`src/rtl/regbank_pkg.sv`:
```
// Shared constants and state encoding for the register bank and its clear sequencer.
package regbank_pkg;

    localparam int DEF_DATA_W = 8;
    localparam int DEF_ADDR_W = 3;
    localparam int DEF_NUM_RD = 3;

    typedef enum logic {
        CLEAR = 1'b0,
        READY = 1'b1
    } state_e;

endpackage

```
`src/rtl/regbank_clear_fsm.sv`:
```
// Clear sequencer: walks cnt from 1 to NREGS-1 zeroing one register per edge, then idles in READY.
module regbank_clear_fsm
    import regbank_pkg::*;
#(
    parameter int ADDR_W = DEF_ADDR_W
) (
    input  logic              clock,
    input  logic              reset,
    input  logic              clear_req,
    output logic              busy,
    output logic              clr_en,
    output logic [ADDR_W-1:0] clr_addr
);

    localparam logic [ADDR_W-1:0] CNT_FIRST = ADDR_W'(1);
    localparam logic [ADDR_W-1:0] CNT_LAST  = {ADDR_W{1'b1}};

    state_e            state_r;
    state_e            state_nxt_s;
    logic [ADDR_W-1:0] cnt_r;
    logic [ADDR_W-1:0] cnt_nxt_s;
    logic              busy_r;

    // State, counter and registered Busy flag.
    always_ff @(posedge clock) begin
        if (reset) begin
            state_r <= CLEAR;
            cnt_r   <= CNT_FIRST;
            busy_r  <= 1'b1;
        end else begin
            state_r <= state_nxt_s;
            cnt_r   <= cnt_nxt_s;
            busy_r  <= (state_nxt_s == CLEAR);
        end
    end

    // Next-state logic; the clear strobe is held off while reset is high.
    always_comb begin
        state_nxt_s = state_r;
        cnt_nxt_s   = cnt_r;
        clr_en      = 1'b0;
        case (state_r)
            CLEAR: begin
                clr_en = ~reset;
                if (cnt_r == CNT_LAST) begin
                    state_nxt_s = READY;
                    cnt_nxt_s   = CNT_FIRST;
                end else begin
                    cnt_nxt_s = cnt_r + ADDR_W'(1);
                end
            end
            READY: begin
                if (clear_req) begin
                    state_nxt_s = CLEAR;
                    cnt_nxt_s   = CNT_FIRST;
                end else begin
                    cnt_nxt_s = cnt_r;
                end
            end
            default: begin
                state_nxt_s = CLEAR;
                cnt_nxt_s   = CNT_FIRST;
            end
        endcase
    end

    assign busy     = busy_r;
    assign clr_addr = cnt_r;

endmodule

```
`src/rtl/register_bank.sv`:
```
// Multi-read, single-write register file with hard-wired zero register,
// optional write-to-read forwarding and a sequenced clear.
module register_bank
    import regbank_pkg::*;
#(
    parameter int DATA_W = DEF_DATA_W,
    parameter int ADDR_W = DEF_ADDR_W,
    parameter int NUM_RD = DEF_NUM_RD,
    parameter int BYPASS = 1
) (
    input  logic                     clock,
    input  logic                     reset,
    input  logic [NUM_RD*ADDR_W-1:0] Read,
    output logic [NUM_RD*DATA_W-1:0] Data,
    input  logic [ADDR_W-1:0]        EscReg,
    input  logic [DATA_W-1:0]        WriteData,
    input  logic                     RegWrite,
    input  logic                     ClearReq,
    output logic                     Busy
);

    localparam int NREGS = 2 ** ADDR_W;

    logic [DATA_W-1:0]        rf_r [NREGS];
    logic                     clr_en_s;
    logic [ADDR_W-1:0]        clr_addr_s;
    logic                     wr_en_s;
    logic [ADDR_W-1:0]        rd_addr_s;
    logic [NUM_RD*DATA_W-1:0] rd_data_s;

    regbank_clear_fsm #(
        .ADDR_W (ADDR_W)
    ) u_clear_fsm (
        .clock     (clock),
        .reset     (reset),
        .clear_req (ClearReq),
        .busy      (Busy),
        .clr_en    (clr_en_s),
        .clr_addr  (clr_addr_s)
    );

    // A clear request in the same cycle wins over a user write.
    assign wr_en_s = RegWrite & ~Busy & ~ClearReq & ~reset & (EscReg != '0);

    // Storage update: register 0 is never written, so no bulk reset is needed.
    always_ff @(posedge clock) begin
        if (clr_en_s) begin
            rf_r[clr_addr_s] <= '0;
        end else if (wr_en_s) begin
            rf_r[EscReg] <= WriteData;
        end
    end

    // Read muxes with zero register, busy blanking and optional forwarding.
    always_comb begin
        rd_data_s = '0;
        rd_addr_s = '0;
        for (int i = 0; i < NUM_RD; i++) begin
            rd_addr_s = Read[i*ADDR_W +: ADDR_W];
            if (Busy || (rd_addr_s == '0)) begin
                rd_data_s[i*DATA_W +: DATA_W] = '0;
            end else if ((BYPASS != 0) && wr_en_s && (EscReg == rd_addr_s)) begin
                rd_data_s[i*DATA_W +: DATA_W] = WriteData;
            end else begin
                rd_data_s[i*DATA_W +: DATA_W] = rf_r[rd_addr_s];
            end
        end
    end

    assign Data = rd_data_s;

endmodule

```
`config.mk`:
```
export PLATFORM = sky130hd
export DESIGN_NAME = register_bank
export DESIGN_NICKNAME = d
export VERILOG_FILES = /design/src/rtl/regbank_pkg.sv /design/src/rtl/regbank_clear_fsm.sv /design/src/rtl/register_bank.sv
export SDC_FILE = /design/constraint.sdc
export NUM_CORES = 1
export LEC_CHECK = 0
export BUFFER_PORTS_ARGS = -buffer_cell sky130_fd_sc_hd__clkbuf_2
export CELL_PAD_IN_SITES_DETAIL_PLACEMENT = 1
export CELL_PAD_IN_SITES_GLOBAL_PLACEMENT = 2
export CORE_UTILIZATION = 42
export CTS_CLUSTER_DIAMETER = 50
export DETAILED_ROUTE_END_ITERATION = 10
export GPL_ROUTABILITY_DRIVEN = 0
export GPL_TIMING_DRIVEN = 1
export PLACE_DENSITY_LB_ADDON = 0.1
export SYNTH_ARGS = -nofsm -noshare
export SYNTH_HDL_FRONTEND = slang
export SYNTH_HIERARCHICAL = 1
export SYNTH_SLANG_ARGS = --single-unit
```
`constraint.sdc`:
```
create_clock -name clock -period 2.7 [get_ports clock]
set_input_delay 0 -clock clock [delete_from_list [all_inputs] [get_ports clock]]
set_output_delay 0 -clock clock [all_outputs]
set_load 0.02 [all_outputs]
```
==> Word level (Yosys, flattened, before mapping) <==
Memory sizes are Yosys's and may differ from the RTL's.
Cells that the tools add are included.
{ "classes": {"add_sub_neg": 1, "n_eq_ne": 5, "muxes": 21, "n_bitwise": 9, "n_reduce_logical": 11} }
{ "ops": {"columns": ["cell", "n"], "rows": [
  ["8-bit 2-to-1 mux", 7],
  ["3-bit equality test", 3],
  ["3-bit zero test", 3],
  ["1-bit 2-to-1 mux", 9],
  ["3-bit 2-to-1 mux", 3],
  ["8-bit OR reduction", 1],
  ["3-bit one-hot mux with 2 select lines", 1],
  ["1-bit inverter", 5],
  ["1-bit bitwise AND", 4],
  ["3-bit by 1-bit adder with 3-bit output (second input constant)", 1],
  ["3-bit equality test (second input constant)", 1],
  ["1-bit logical AND", 3],
  ["1-bit logical OR", 3],
  ["3-bit nonzero test", 1],
  ["2-bit != test (second input constant)", 1],
  ["1-bit one-hot mux with 2 select lines", 1]
]} }
{ "word_totals": {"ff_bits": 5, "ramBits": 64, "input_bits": 24, "out_inout_bits": 25, "mem_count": 1} }
{ "mem_list": {"columns": ["name", "words", "width", "read_ports", "rd_ports_with_merged_regs", "wr", "line", "source"], "rows": [
  ["rf_r", 8, 8, 3, 0, 1, "register_bank.sv:24", "logic [DATA_W-1:0] rf_r [NREGS];"]
]} }

==> Longest topological paths before layout <==
{ "logic_depth": {"ltp_word": 10, "ltp_mapped": 8, "ltp_nobuf": 5} }

==> Modules after synthesis <==
Netlist, hierarchy kept.
{ "modules_own_cells": {"columns": ["module", "instances", "cells_per_inst", "area_per_inst_um2", "seq_area_each_um2"], "rows": [
  ["register_bank", 1, 274, 4036.4, 1921.8],
  ["regbank_clear_fsm", 1, 22, 231.5, 100.1]
]} }

==> Least setup slack after synthesis <==
No wires, ideal clock.
{ "synth_path": {"kind": "reg2reg", "from": "register u_clear_fsm.busy_r, in the netlist u_clear_fsm/busy", "to": "memory rf_r[2][0] in the netlist's numbering, enable pin", "setup_ps": 370, "t_arrival_ps": 2164, "required_time_ps": 2330, "path_slack_ps": 166, "path_stages_with_launch": 8, "path_buffers": 2, "cell_sequence": "dfxtp_1 -> or4b_1 -> buf_2 -> or3_1 -> buf_6 -> nor3b_2 -> a31oi_1 -> nor2_1"} }
{ "synth_via": {"elab_chain_len": 10} }
{ "synth_rtl": {"columns": ["item", "line", "source"], "rows": [
  ["start: declaration", "regbank_clear_fsm.sv:22", "logic busy_r;"],
  ["start signal: assignment", "regbank_clear_fsm.sv:33", "busy_r <= (state_nxt_s == CLEAR);"],
  ["1-bit inverter (*)", "register_bank.sv:43", "assign wr_en_s = RegWrite & ~Busy & ~ClearReq & ~reset & (EscReg != '0);"],
  ["1-bit bitwise AND (*) (4 in series)", "register_bank.sv:43", null],
  ["1-bit 2-to-1 mux (*)", "register_bank.sv:49", "end else if (wr_en_s) begin"],
  ["1-bit 2-to-1 mux (*)", "register_bank.sv:47", "if (clr_en_s) begin"],
  ["1-bit 2-to-1 mux (implied by the code) (*)", "register_bank.sv:50", "rf_r[EscReg] <= WriteData;"],
  ["8-bit OR reduction (no line)", null, null],
  ["3-bit 2-to-1 mux (no line) / 1-bit 2-to-1 mux (equally long branches)", null, null],
  ["end: declaration", "register_bank.sv:24", null]
]} }
Every way passes the cells marked *; elsewhere a longest branch is shown, timed or not.

==> Final worst setup path <==
{ "layout_path": {"from": "register u_clear_fsm.busy_r, in the netlist u_clear_fsm/busy", "to": "output Data[6]"} }
{ "layout_via": {"elab_chain_len": 8} }
{ "layout_rtl": {"columns": ["item", "line", "source"], "rows": [
  ["1-bit inverter", "register_bank.sv:43", null],
  ["1-bit bitwise AND (4 in series)", "register_bank.sv:43", null],
  ["1-bit logical AND", "register_bank.sv:62", "end else if ((BYPASS != 0) && wr_en_s && (EscReg == rd_addr_s)) begin"],
  ["8-bit 2-to-1 mux", "register_bank.sv:62", null],
  ["8-bit 2-to-1 mux (*)", "register_bank.sv:60", "if (Busy || (rd_addr_s == '0)) begin"],
  ["end: declaration", "register_bank.sv:14", "output logic [NUM_RD*DATA_W-1:0] Data,"]
]} }
Marked as above.

==> results.md <==
- Status: complete, no violations
- Grt met1 use: 0.354
- Area Overhead vs Synth: 16.4%
- R2R cell count: 6
- Synthesized cell area: 4270 um^2
- CP Launch Type: flop
- Worst Path Arrival: 2490 ps
- Post-route cell area: 4970 um^2
- MaxCap Viol Count: 0
- # H-tree levels: 3
- Total GRT Usage: 0.259
- Post-synth ARST share: 0
- Share of cells above drive strength 1: 0.391
- Hpwl dp: 8780 um
- Slew Limit Fails: 0
- Relative slew slack: 0.401
- Unrepaired setup endpoints after global routing: no
- R2r setup slk: 290 ps
- Starting Density: 0.435
- CTS buffer count: 9
- Routed Antenna Nets: 0
- Area share of the largest cell type after synthesis: 0.450
- Gr ovfl total: 0
- Total Wirelength: 12700 um
- Vias per Instance: 6.01
- Die width: 103 um
- Post-synth EDFFs: 64
- Die area: 10600 um^2
- Crit end category: output port
- Vias in the first global route: 3088
- RR Startpoint: u_clear_fsm/busy
- Via count: 2950
- CP Class: reg -> out
- Final Cycle Share: 0.921
- Post-cts sizing count: 0
- Ant diodes: 0
- Post-synth top cells: edfxtp_1, mux4_2, mux2i_1
- DRC: 0
- Post-CTS setup buffers: 0
- WHS Endpoint: rf_r[3][2]
- F_max: 402 MHz
- Site Rows: 36
- Average cell area after synthesis: 14.4 um^2
- CTS max path bufs: 2
- Tot Pwr: 2.76 mW
- Port-buffer cells: 48
- CTS tree: built
- HP Start: WriteData[2]
- VDD IR-drop max: 0.000303 V
- Leakage Power: 1.95 nW
- M3 GR Usage: 0.0353
- Synth warnings: 6
- Global-route wire length before repair: 18700 um
- Reg-to-reg endpoint: rf_r[2][7]
- Nets: 380
- WHS: 170 ps
- TNS Setup: 0 ps
- Met2 usage: 0.443
- Post-CTS Hold Fix Bufs: 2
- Clk Latency, worst-skew pair: 350 ps
- CORE AREA: 9820 um^2
- Cell Pwr Density: 555 nW/um^2
- Most frequent cell after synthesis: edfxtp_1
- Endpoints failing hold: 0
- Crit-path max FO: 9
- Antenna violations before repair: 1
- Boundary Pins: 49
- Most used flip-flop cell after synthesis: edfxtp_1
- Crit path required time: 2700 ps
- Worst-Margin Slew: 898 ps
- Cell depth of the worst min-delay path: 2
- Worst hold path type: in -> reg
- Busiest grt layer: met2
- Post-synthesis sequential area ratio: 0.474
- Wire length per cell: 25.8 um
- Synth area leader: edfxtp_1
- Yosys reg bits: 69
- Clock Tree Root: clkbuf_8
- Final worst path period need: 2490 ps
- DP Area: 4710 um^2
- 1st-pass router iterations: 4
- Synth cell types: 35
- Clock Sink Count: 69
- Worst setup margin: 212 ps
- Setup Slack @ Placement: 363 ps
- Largest net degree at the start of global routing: 17
- Syn nets: 322
- Clock Skews: 14.5 ps
- Inst Count DP: 474
- Starting DRC count in detailed routing: 149
- Die Y-Extent: 103 um
- Final setup fails: 0
- Layout Cells excl Fill: 491
- Dominant cells by area after synthesis: edfxtp_1, mux4_2, mux2i_1
- Clock transition at path regs: 90 ps
- Final core occ: 0.506
- Post-synthesis instance total: 296
## layout by cell type, fill, tap and decap left out, types with 2 or more instances in the layout
master,instances
a211oi_1,3
a21oi_1,20
a31oi_1,3
and2_1,9
and3_1,3
buf_4,21
bufinv_16,3
clkbuf_2,48
clkbuf_8,9
clkinv_4,2
dfxtp_1,5
dlygate4sd3_1,2
edfxtp_1,64
ha_1,2
inv_1,4
mux2i_1,24
mux4_2,48
nand2_1,14
nand2b_1,3
nand3_1,2
nand3b_1,2
nor2_1,13
nor2b_1,2
nor3_1,6
nor3b_2,2
o211a_1,9
o21ai_0,16
o21ai_1,2
o21ai_2,2
or3b_2,3
xnor2_1,3
xor2_1,3
## cell type report
type,instances,area (um^2)
timing repair buffer,71,418
sequential,69,2020
inverter,4,15.0
clock buffer,9,124
fill,1017,4850
clock inverter,6,113
tap,133,166
multi-input combinational,199,2110
## per-layer routing
metal  part of all wire  up-vias  routed length, um
li1                   -     1318                  -
met1               0.41     1517               5200
met2               0.51      108               6470
met3              0.072        7                913
met4             0.0059        0                 75
met5                  0        -                  0
## worst max path at each step
stage / slack [ps] / endpoint / from / depth (start not counted)
floorplan: 170 / rf_r[2][0] / u_clear_fsm/busy / 7
global placement: 410 / rf_r[6][2] / u_clear_fsm/busy / 4
detailed placement: 360 / rf_r[6][1] / u_clear_fsm/busy / 4
CTS: 160 / Data[6] / u_clear_fsm/busy / 8
global route: 80 / Data[10] / u_clear_fsm/busy / 7
finish: 210 / Data[6] / u_clear_fsm/busy / 8
## critical path, cell delays in order, from the launching register on
cell and delay, ps:
dfxtp_1 350, or4b_1 550, buf_4 180, nor2_1 100
o21ai_1 300, buf_4 300, nand2_1 70, o211a_1 140
clkbuf_2 160
## power by group
part | leakage [nW] | internal, mW | switching, mW
clock | 0.119 | 0.610 | 0.405
sequential | 0.699 | 1.23 | 0.0506
combinational | 1.13 | 0.206 | 0.257
## sequential cells by signal (all words and copies together), names as in the netlist
name and count:
u_clear_fsm/clr_addr 3, u_clear_fsm/state_r 1, u_clear_fsm/busy 1, rf_r 64
## cells by family after synthesis
| group | Yosys count | synth area share |
|---|---|---|
| AOI/OAI and AO/OA | 56 | 0.0803 |
| buffers and inverters | 28 | 0.0334 |
| muxes | 72 | 0.310 |
| and+or+nand+nor | 63 | 0.0847 |
| xor gates and xnor gates | 6 | 0.0123 |
| adders and majority gates | 2 | 0.00586 |
| DFF | 69 | 0.474 |
Power figures use the tool's default switching activity.
